`config.mk`:
```
export PLATFORM = sky130hd
export DESIGN_NAME = bcd_serial_subtractor
export DESIGN_NICKNAME = d
export VERILOG_FILES = /design/src/rtl/bcd_serial_subtractor.sv
export SDC_FILE = /design/constraint.sdc
export NUM_CORES = 1
export LEC_CHECK = 0
export ABC_CLOCK_PERIOD_IN_PS = 6750
export CAP_MARGIN = 25
export CORE_MARGIN = 4
export CORE_UTILIZATION = 58
export CTS_CLUSTER_DIAMETER = 50
export DETAILED_ROUTE_END_ITERATION = 7
export PLACE_DENSITY = 0.9
export SETUP_SLACK_MARGIN = 0.05
export SLEW_MARGIN = 20
export SYNTH_ARGS = -nofsm -noshare
export SYNTH_HDL_FRONTEND = slang
export SYNTH_SLANG_ARGS = --single-unit
```
`constraint.sdc`:
```
create_clock -name clk -period 6.75 [get_ports clk]
set_input_delay 0.675 -clock clk [delete_from_list [all_inputs] [get_ports clk]]
set_output_delay 0.675 -clock clk [all_outputs]
set_load 0.05 [all_outputs]
```
`src/rtl/bcd_serial_subtractor.sv`:
```
// Digit-serial packed-BCD subtractor: one digit per clock, LSD first, with a
// tens-complement pass to turn a borrowed raw result into a signed magnitude.
module bcd_serial_subtractor #(
  parameter int unsigned NDIG = 4
) (
  input  logic              clk,
  input  logic              rst,
  input  logic              start,
  input  logic [4*NDIG-1:0] a,
  input  logic [4*NDIG-1:0] b,
  output logic              busy,
  output logic              done,
  output logic [4*NDIG-1:0] diff,
  output logic              neg,
  output logic              err
);

  localparam int unsigned W  = 4 * NDIG;
  localparam int unsigned IW = (NDIG > 1) ? $clog2(NDIG) : 1;

  typedef enum logic [1:0] {IDLE, SUB, COMP, DONE} state_t;

  state_t          state, state_nx;
  logic [W-1:0]    a_sh, b_sh, r;
  logic            borrow;
  logic [IW-1:0]   idx;

  logic [3:0]      m_dig, s_dig, d_dig;
  logic [4:0]      t;
  logic            b_out;
  logic            last;
  logic            ops_ok;
  logic [W+3:0]    r_ins;

  function automatic logic bcd_ok(input logic [W-1:0] v);
    logic ok;
    ok = 1'b1;
    for (int unsigned i = 0; i < NDIG; i++)
      if (v[4*i +: 4] > 4'd9) ok = 1'b0;
    return ok;
  endfunction

  assign ops_ok = bcd_ok(a) && bcd_ok(b);
  assign last   = (idx == IW'(NDIG - 1));

  // Shared digit cell: SUB uses the shifted operands, COMP computes 0 - r_i.
  always_comb begin
    m_dig = '0;
    s_dig = r[3:0];
    if (state == SUB) begin
      m_dig = a_sh[3:0];
      s_dig = b_sh[3:0];
    end
    t     = {1'b0, m_dig} - {1'b0, s_dig} - {4'b0000, borrow};
    b_out = t[4];
    d_dig = t[4] ? (t[3:0] + 4'd10) : t[3:0];
    r_ins = {d_dig, r};
  end

  always_comb begin
    state_nx = state;
    case (state)
      IDLE:    if (start) state_nx = ops_ok ? SUB : DONE;
      SUB:     if (last) state_nx = b_out ? COMP : DONE;
      COMP:    if (last) state_nx = DONE;
      DONE:    state_nx = IDLE;
      default: state_nx = IDLE;
    endcase
  end

  always_ff @(posedge clk or posedge rst) begin
    if (rst) state <= IDLE;
    else     state <= state_nx;
  end

  always_ff @(posedge clk or posedge rst) begin
    if (rst) begin
      a_sh   <= '0;
      b_sh   <= '0;
      r      <= '0;
      borrow <= 1'b0;
      idx    <= '0;
      busy   <= 1'b0;
      done   <= 1'b0;
      diff   <= '0;
      neg    <= 1'b0;
      err    <= 1'b0;
    end else begin
      busy <= (state_nx != IDLE);
      done <= (state_nx == DONE);
      case (state)
        IDLE: begin
          if (start) begin
            a_sh   <= a;
            b_sh   <= b;
            r      <= '0;
            borrow <= 1'b0;
            idx    <= '0;
            diff   <= '0;
            neg    <= 1'b0;
            err    <= !ops_ok;
          end
        end
        SUB: begin
          a_sh <= a_sh >> 4;
          b_sh <= b_sh >> 4;
          r    <= r_ins[W+3:4];
          idx  <= last ? '0 : idx + IW'(1);
          // Final borrow selects the complement pass; it restarts with no borrow.
          borrow <= last ? 1'b0 : b_out;
          if (last && !b_out) begin
            diff <= r_ins[W+3:4];
            neg  <= 1'b0;
          end
        end
        COMP: begin
          r      <= r_ins[W+3:4];
          idx    <= last ? '0 : idx + IW'(1);
          borrow <= last ? 1'b0 : b_out;
          if (last) begin
            diff <= r_ins[W+3:4];
            neg  <= 1'b1;
          end
        end
        default: ;
      endcase
    end
  end

endmodule

```
======== Word-level counts from Yosys, hierarchy flattened ========
Cells that the tools add are included.
word-level totals
  register bits after elaboration ......... 73
  bits of input ports ..................... 35
  output and inout port bits .............. 20
  logic and storage cells ................. 80
cells by class
  add/sub/neg operators ................... 4
  magnitude comparators ................... 8
  equal/unequal tests ..................... 8
  multiplexer cells ....................... 35
  reduce and logical (&&, ||, !) cells .... 14
operators with widths
  operator                                             number
  one-hot mux 16 bit (2 select lines)                  3
  2-to-1 mux 16 bit                                    5
  one-hot mux 16 bit (3 select lines)                  1
  > comparator 4 bit, second input constant            8
  2-to-1 mux 1 bit                                     13
  2-to-1 mux 2 bit                                     6
  2-to-1 mux 4 bit                                     3
  equality test 2 bit, second input constant           4
  one-hot mux 2 bit (4 select lines)                   1
  AND reduction 2 bit                                  3
  nonzero test 2 bit                                   3
  subtractor 4 x 4 -> 5 bit                            1
  subtractor 5 x 1 -> 5 bit                            1
  adder 4 bit, second input constant                   1
  != test 2 bit, second input constant                 2
  one-hot mux 2 bit (2 select lines)                   1
  AND reduction 4 bit                                  1
  one-hot mux 1 bit (3 select lines)                   1
  nonzero test 3 bit                                   1
  adder 2 x 1 -> 2 bit, second input constant          1
  equality test 2 x 1 -> 1 bit, second input constant  1
  logical AND 1 bit                                    2
  logical NOT 1 bit                                    2
  logical NOT 2 bit                                    1
  other kinds (3)                                      3

======== Depth between registers and ports, before layout ========
  depth after elaboration ................. 10
  gate-level depth with buffers ........... 14
  gate-level depth less buffers ........... 11

======== Worst setup path before layout ========
No wires, ideal clock.
  kind .................................... register to register
  start ................................... register state[1]
  end ..................................... register diff[13]
  data arrival time ....................... 2.952 ns
  setup slack ............................. 3.673 ns
  stages on the path, launching flop included .. 14
  path buffers ............................ 2
  clock period less this slack ............ 3.077 ns
  path through ............................ dfrtp_1 inv_1 ha_1 buf_2 mux2_2 ha_1 inv_1 ha_1 and2_0 a22o_2 o21ai_2 o211a_1 buf_6 mux2_2
on the way
  longest elaborated chain between the ends .. 8
RTL lines
  element                                                                     RTL line  text
  start, declared                                                             23        state_t state, state_nx;
  start signal, assigned                                                      73        else state <= state_nx;
  equality test 2 x 1 -> 1 bit                                                50, 91
  2-to-1 mux 4 bit                                                            50        if (state == SUB) begin
  subtractor 4 x 4 -> 5 bit                                                   54        t = {1'b0, m_dig} - {1'b0, s_dig} - {4'b0000, borrow};
  subtractor 5 x 1 -> 5 bit                                                   54
  adder 4 bit or logical NOT 1 bit (tied branches)                            56, 111
  2-to-1 mux 4 bit or logical AND 1 bit (tied branches)                       56, 111
  2-to-1 mux 16 bit, or another cell as far along                             120       if (last) begin
  one-hot mux 16 bit (3 select lines) or AND reduction 4 bit (tied branches)  n/a
  end signal, assigned                                                        112       diff <= r_ins[W+3:4];
  end signal, assigned                                                        121       diff <= r_ins[W+3:4];
  end, declared                                                               13        output logic [4*NDIG-1:0] diff,
Several ways; a longest one is shown, not always the timed one. The select of a mux whose other input is x is not followed.
A chain may end at the register's enable or synchronous reset.

======== Worst setup path in the final report ========
  start ................................... register state[1]
  end ..................................... register diff[7]
on the way
  longest elaborated chain between the ends .. 8
RTL lines
  element                                  RTL line  text
  equality test 2 x 1 -> 1 bit             50, 91
  2-to-1 mux 4 bit                         50
  subtractor 4 x 4 -> 5 bit                54
  subtractor 5 x 1 -> 5 bit                54
  logical NOT 1 bit                        111       if (last && !b_out) begin
  logical AND 1 bit                        111
  != test 2 x 1 -> 1 bit (no source line)  n/a
  AND reduction 4 bit (no source line)     n/a
Several ways; a longest one is shown, not always the timed one.

==> impl_results.md <==
* Crit end category: flip-flop
* Max-slew violations at 0
* Slew Limit Headroom at 36.4%
* Worst EP required at 7000 ps
* Top cell type's share of synthesized area at 50.7%
* Routed wl met3 at a little under 300 µm
* CP Cell Sequence: inv_1 -> ha_2 -> mux2_2 -> ha_1 -> inv_1 -> ha_1 -> and2_0 -> a22o_2 -> o21ai_2 -> o211a_1 -> mux2_2
* Synth Instances at 355
* Initial antenna violation count at 0
* Cell Area, Placed at 4150 µm²
* Syn nets at 403
* Leakage at 1.94 nW
* Clock root buffer: clkbuf_8
* Die H at 86.9 µm
* Synth-to-layout area growth at 21.3%
* Worst slew pin tran at around 950 ps
* Num CTS Buffers at 9
* Slowest CP cell: ha_2
* Critical Path Fanout Max at 37
* Hold buffers post-CTS at 0
* Die width at 86.9 µm
* Leading area contributor after synthesis: dfrtp_1
* Number of synthesized flops with an enable pin at 0
* Aggregate global routing overflow at 0
* Seq/Total Area, Yosys at between 50% and 60%
* DRT Wirelength at roughly 7500 µm
* Cell area after layout at 4380 µm²
* Synth cell types at 43
* Diode count at 0
* Arrival time worst endpoint at ~4500 ps
* WL met2 at approximately 3800 µm
* CTS tree: done
* Final min period at 4290 ps
* Cell row count at 28
* Via/cell ratio at 5.62
* Top area cells in the synthesized netlist: dfrtp_1, mux2i_1, o21ai_0, nand2_1, ha_1
* Final setup fails at 0
* Full die area at 7540 µm²
* Slowest stage delay, CP at 840 ps
* Cts repair resizes at 0
* Post-Syn Area at 3610 µm²
* Yosys warning count at 0
* DR iter-0 viols at 128
* First-pass GRT wire length at 13200 µm
* Fmax achieved at 233 MHz
* Met1 wire length at 3180 µm
* Layout Nets at 448
* Crit path launch type: flip-flop
* Hold Crit Class: reg -> reg
* Drt first pass iters at 4
* Seq cells post-synth at 73
* Run status: completed
* Routability cong. at 0.879
* Residual DRC at 0
* Synth Flop Type: dfrtp_1
* GRT Util Overall at a little under a quarter
* I/O pin count at 55
* Path type of the worst setup path: reg -> reg
* RSZ-0062 raised after global routing: no
* # port buffers at 54
* Layout cells sized above 1 at roughly a tenth
* Dpl cells at 464
* Clock-pin slew on the worst setup and hold paths at 80 ps
* Vias in the first global route at roughly 2800
* Clock Latency Late Sink at 360 ps
* Commonest cells post-synth: dfrtp_1, nand2_1, o21ai_0
* Final HPWL DP at 5310 µm
* Final Cycle Share at a little under two thirds
* Number of routed nets with antenna violations at 0
* Worst vdd ir at 0.369 mV
* Clock sink count at between 70 and 80
* Power per Cell Area at 529 nW/µm²
* Setup Buffers After CTS at 0
* Fraction of registers with async set/reset at 100%
* Clock Skews at 7.74 ps
* Mapped Avg Cell Area at 10.2 µm²
* Vias at 2698
* Core area at 5990 µm²
* Count leader, synth: dfrtp_1
* Setup TNS at 0 ps
* Max Cap Viol at 0
* Final Non-Filler Cells at 480
* Wire per inst at 15.7 µm
* Htree depth at 3
* Final count of hold timing violations at 0
* Clk buf depth at 2
* Largest net degree at the start of global routing at 74
* Top routing layer in use: met4
* Initial Utilization at 60.2%
[path summary, 6_finish.rpt]
check | from | endpoint | slack, ps | cells past startpoint
setup / recovery | state[1] | diff[7] | 2460 | 11
hold / removal | r[9] | r[9] | 480 | 2
setup reg to reg | state[1] | diff[7] | 2460 | 11
hold reg to reg | r[9] | r[9] | 480 | 2
max in group asynchronous | rst | a_sh[8] | 5260 | 3
min in group asynchronous | rst | b_sh[4] | 910 | 3
[per-layer routing]
| metal | track usage (%) | vias to the layer above |
|---|---|---|
| li1 | - | 1291 |
| met1 | 28.8 | 1325 |
| met2 | 36.9 | 61 |
| met3 | 4.07 | 21 |
| met4 | 11.8 | 0 |
| met5 | 0 | - |
[through the flow]
stage	util [%]	setup slack, ps	total power [W]	hold WS (ps)
final	73.0	2460	0.00231	483
after global routing	73.0	2230	0.00250	508
after CTS	73.0	2400	0.00233	486
after detailed placement	69.3	2450	0.00193	466
after global placement	69.3	2600	0.00187	457
after floorplan	-	3670	0.00167	442
[layout make-up]
type / instances / area (µm²)
Multi-Input combinational cell: 241 / 1610
Tap cell: 75 / 93.8
Sequential cell: 73 / 1830
Fill cell: 400 / 1620
Clock buffer: 9 / 124
Timing Repair Buffer: 55 / 548
Clock inverter: 7 / 103
Inverter: 20 / 75.1
[placed cells by master, fill, tap and decap left out, types with 4 or more instances in the layout]
cell,instances
mux2i_1,38
mux2_2,11
and2_1,5
a21oi_1,7
clkbuf_8,9
ha_1,10
clkdlybuf4s50_1,54
o21ai_0,57
nor3_1,4
nand2_1,62
dfrtp_1,73
nor2b_1,7
nor2_1,6
inv_1,19
[power breakdown]
part / internal (W) / switching, W
clock: 0.000212 / 0.000177
combinational: 0.000480 / 0.000723
sequential: 0.000621 / 0.000101
[worst max-delay path: cells and delay by family, from the launching register on]
family / cells / cell delay (ps)
AO/OA/AOI/OAI: 3 / 1110
adder cells (fa/ha/maj): 3 / 1480
buffers and inverters: 2 / 180
flip-flops: 1 / 400
multiplexers: 2 / 830
AND/OR/NAND/NOR: 1 / 170
[cell families after synthesis]
kind of cell	Yosys count	share of synthesized area [%]
and+or+nand+nor	99	12.6
AOI/OAI and AO/OA	79	12.7
DFF	73	50.7
muxes	49	14.0
buffers and inverters	41	4.89
adders and majority gates	13	4.93
xor gates and xnor gates	1	0.243
[registers in the layout (all words and copies together), names as in the netlist]
name and flops:
a_sh 16, b_sh 16, borrow 1, busy 1, diff 16, done 1, err 1, idx 2
neg 1, r 16, state 2
No activity file was read; power rests on OpenSTA's default activity.
